File: config.mk
export PLATFORM = sky130hd
export DESIGN_NAME = sum_accumulator
export DESIGN_NICKNAME = d
export VERILOG_FILES = /design/src/rtl/sum_accumulator.sv
export SDC_FILE = /design/constraint.sdc
export NUM_CORES = 1
export LEC_CHECK = 0
export BUFFER_PORTS_ARGS = -buffer_cell sky130_fd_sc_hd__buf_2
export CORE_MARGIN = 8
export CORE_UTILIZATION = 45
export CTS_BUF_LIST = sky130_fd_sc_hd__clkbuf_8
export DETAILED_ROUTE_END_ITERATION = 10
export GPL_ROUTABILITY_DRIVEN = 0
export GPL_TIMING_DRIVEN = 0
export PLACE_DENSITY_LB_ADDON = 0.2
export SKIP_LAST_GASP = 1
export SLEW_MARGIN = 20
export SYNTH_ARGS = -nofsm -noshare
export SYNTH_HDL_FRONTEND = slang
export SYNTH_SLANG_ARGS = --single-unit
File: constraint.sdc
create_clock -name clk -period 2.8 [get_ports clk]
set_clock_uncertainty 0.1 [all_clocks]
set_input_delay 0.28 -clock clk [delete_from_list [all_inputs] [get_ports clk]]
set_output_delay 0.28 -clock clk [all_outputs]
set_load 0.02 [all_outputs]
File: src/rtl/sum_accumulator.sv
// Accumulates BATCH 9-bit adder results into a 16-bit total, then streams the
// total out as two bytes (low first) over a valid/ready handshake.
module sum_accumulator #(
  parameter int BATCH = 4
) (
  input  logic       clk,
  input  logic       rst,
  input  logic       in_valid,
  output logic       in_ready,
  input  logic [7:0] in_sum,
  input  logic       in_cout,
  input  logic       flush,
  output logic       out_valid,
  input  logic       out_ready,
  output logic [7:0] out_byte,
  output logic       out_last,
  output logic       overflow
);

  typedef enum logic [1:0] {
    ACCUM   = 2'd0,
    SEND_LO = 2'd1,
    SEND_HI = 2'd2
  } state_t;

  localparam logic [7:0] LAST_CNT = 8'(BATCH - 1);

  state_t      state_q, state_d;
  logic [15:0] acc_q, acc_d;
  logic [7:0]  cnt_q, cnt_d;
  logic        overflow_q, overflow_d;

  logic        accept;
  logic        transfer;
  logic [16:0] sum_ext;

  assign accept   = in_valid & in_ready;
  assign transfer = out_valid & out_ready;

  always_ff @(posedge clk) begin
    if (rst) begin
      state_q    <= ACCUM;
      acc_q      <= 16'd0;
      cnt_q      <= 8'd0;
      overflow_q <= 1'b0;
    end else begin
      state_q    <= state_d;
      acc_q      <= acc_d;
      cnt_q      <= cnt_d;
      overflow_q <= overflow_d;
    end
  end

  // Bit 16 of the widened sum is the carry out of the 16-bit accumulator.
  always_comb begin
    state_d    = state_q;
    acc_d      = acc_q;
    cnt_d      = cnt_q;
    overflow_d = overflow_q;
    sum_ext    = {1'b0, acc_q} + {8'd0, in_cout, in_sum};
    unique case (state_q)
      ACCUM: begin
        if (accept) begin
          acc_d      = sum_ext[15:0];
          cnt_d      = cnt_q + 8'd1;
          overflow_d = overflow_q | sum_ext[16];
        end
        // A flush alongside an accept closes the batch with that beat included.
        if ((accept && (cnt_q == LAST_CNT)) ||
            (flush && (accept || (cnt_q != 8'd0)))) begin
          state_d = SEND_LO;
        end
      end
      SEND_LO: begin
        if (transfer) state_d = SEND_HI;
      end
      SEND_HI: begin
        if (transfer) begin
          state_d    = ACCUM;
          acc_d      = 16'd0;
          cnt_d      = 8'd0;
          overflow_d = 1'b0;
        end
      end
      default: state_d = ACCUM;
    endcase
  end

  always_comb begin
    in_ready  = 1'b0;
    out_valid = 1'b0;
    out_byte  = 8'h00;
    out_last  = 1'b0;
    unique case (state_q)
      ACCUM: begin
        in_ready = ~rst;
      end
      SEND_LO: begin
        out_valid = 1'b1;
        out_byte  = acc_q[7:0];
      end
      SEND_HI: begin
        out_valid = 1'b1;
        out_byte  = acc_q[15:8];
        out_last  = 1'b1;
      end
      default: ;
    endcase
  end

  assign overflow = overflow_q;

endmodule

==> qor.txt <==
status: complete, no violations
busiest grt layer: met2
Vias per Instance: 5.49
CTS Sinks: 27
commonest non-fill, non-tap cell in the layout: nor2_1
# H-tree levels: 1
RSZ-0062 raised after global routing: false
first-pass GRT wire length: 7.13 mm
Post-CTS Setup Bufs: 0
Worst-Skew Late Latency: 280 ps
hold path depth: 3
largest net degree at the start of global routing: 16
Post-Syn Area: 1760 um2
Num CTS Buffers: 3
layout cells sized above 1: 15.7%
GR Util met1: 18.9%
area occupied by multi-input gates: 1150 um2
Hold Path Class: input pin to flop
Crit path top cell by count: buf_2
number of synthesized flops with an enable pin: 0
CP max-delay cell: buf_1
via count: 1,592
min Tclk post-route: 2440 ps
drt first pass iters: 4
WS Path Type: flop to primary output
Slew @ Worst Pin: 497 ps
Worst setup EP type: primary output
cells after synthesis: 213
maximum fanout along the worst path: 10
initial antenna violation count: 0
final setup TNS: 0 ps
most frequent cells in the layout: nor2_1, buf_2, dfxtp_1
Die W: 78.6 um
Slowest Stage Delay on Critical Path: 430 ps
Synth top area share: 30.7%
cts hold-fix bufs: 0
DRC errors left: 0
Final Setup Violations: 0
Max VDD drop: 0.210 mV
dominant synthesized flop cell: dfxtp_1
Leakage: 0.846 nW
max_cap viols: 0
post-synthesis net count: 243
Top Ports: 26
crit path cell chain: inv_1 -> ha_1 -> buf_2 -> buf_1 -> a22oi_1 -> nor2b_1 -> buf_2
final hold violations: 0
cell taking the most area after synthesis: dfxtp_1
number of global-route vias before repair: 1,502
Rel. slew slack: 66.8%
final wirelength: 4.27 mm
CTS tree: built
Tot Pwr: 0.00126 W
area grow syn2layout: 13.1%
Seq/Total Area, Yosys: 30.7%
M2 GR Usage: 20.5%
row count: 22
crit path DAT: 2060 ps
power per cell area: 633 nW/um2
Starting Density: 47.4%
max-slew violation count: 0
Setup crit start kind: flop
Root Buffer: clkbuf_8
Clock transition at path regs: 90 ps
Seq. cell area: 541 um2
HPWL after DPL: 3.19 mm
FMAX: 410 MHz
M3 GR Usage: 3.64%
#FFs+latches synth: 27
CP required: 2420 ps
r2r setup slk: 500 ps
WHS Endpoint: acc_q[6]
port buffer count: 25
CTS max path bufs: 2
Yosys cell types: 44
Ant. Diodes: 0
# fillers: 365
mean post-synth cell area: 8.28 um2
overall routing resource usage: 13.9%
CTS resizes: 0
Hold Slack: 286 ps
chip height: 78.6 um
WL/cell: 14.7 um
top post-synthesis cells by area: dfxtp_1, ha_1, nor2_1
asr flop ratio synth: 0%
end of the worst register-to-register path: acc_q[14]
Detail Route Antenna Nets: 0
Final nets: 273
RR Startpoint: acc_q[0]
HP Start: rst
worst r2r path cells: 9
DRT iter0 DRCs: 78
fin crit share: 87.0%
Yosys warnings: 0
die area: 6180 um2
GRT overflow: 0
Core ar.: 3720 um2
==> worst max path at each step <==
stage               start           to  slack [ps]
3_5_place_dp    in_sum[0]    acc_q[14]         480
5_1_grt        state_q[0]  out_byte[5]         170
4_1_cts        state_q[0]  out_byte[5]         360
2_1_floorplan  state_q[0]    acc_q[12]         680
3_3_place_gp    in_sum[0]    acc_q[14]         520
6_report       state_q[0]  out_byte[5]         360
==> registers in the layout, summed over array words and instances (netlist names) <==
name / count
acc_q: 16
cnt_q: 8
state_q: 2
overflow: 1
==> layer usage <==
| layer | vias to the layer above | part of all wire (%) |
|---|---|---|
| li1 | 806 | - |
| met1 | 737 | 48 |
| met2 | 41 | 44 |
| met3 | 8 | 6.1 |
| met4 | 0 | 1.5 |
| met5 | - | 0 |
==> logic make-up after synthesis <==
| family | synth area share (%) |
|---|---|
| AND/OR/NAND/NOR | 24.3 |
| multiplexers | 2.41 |
| flip-flops | 30.7 |
| adder cells (fa/ha/maj) | 11.8 |
| XOR/XNOR | 7.95 |
| buffers and inverters | 4.04 |
| AO/OA/AOI/OAI | 18.8 |
==> power by group <==
group | total, W | internal (W) | switching (W)
registers | 0.000479 | 0.000432 | 0.0000465
clock network | 0.000225 | 0.0000999 | 0.000125
logic | 0.000559 | 0.000227 | 0.000332
==> critical path: cells and delay by family, from the launching register on <==
kind | cells | cell delay, ps
flip-flops | 1 | 340
buffers and inverters | 4 | 950
AND/OR/NAND/NOR | 1 | 170
adder cells (fa/ha/maj) | 1 | 180
AO/OA/AOI/OAI | 1 | 150
==> area by class of cell <==
type / count / area share (%)
clock buffer: 3 / 2.07
inverter: 12 / 2.26
sequential: 27 / 27.1
timing repair buffer: 25 / 6.27
multi-input combinational: 168 / 57.7
tap: 48 / 3.01
clock inverter: 1 / 0.251
buffer: 6 / 1.32
==> metrics by stage <==
stage	std cells	cell area [um2]	worst slack (ps)	utilization, %
global route	290	1990	175	53.7
floorplan	213	1760	676	-
global placement	286	1950	519	52.4
CTS	290	1990	361	53.7
detailed placement	286	1950	480	52.4
finish	290	1990	363	53.7
==> cell usage after synthesis, types with 3 or more instances <==
library cell and instances:
xnor2_1 6, and3_1 4, buf_2 3, xor2_1 10, ha_1 15, nor2b_1 12, nor3b_1 3, o21ai_0 5
nand3_1 10, nor2_1 34, a21oi_1 12, inv_1 12, o21a_1 3, a22oi_1 9, dfxtp_1 27, nand2_1 11
Power figures use the tool's default switching activity.
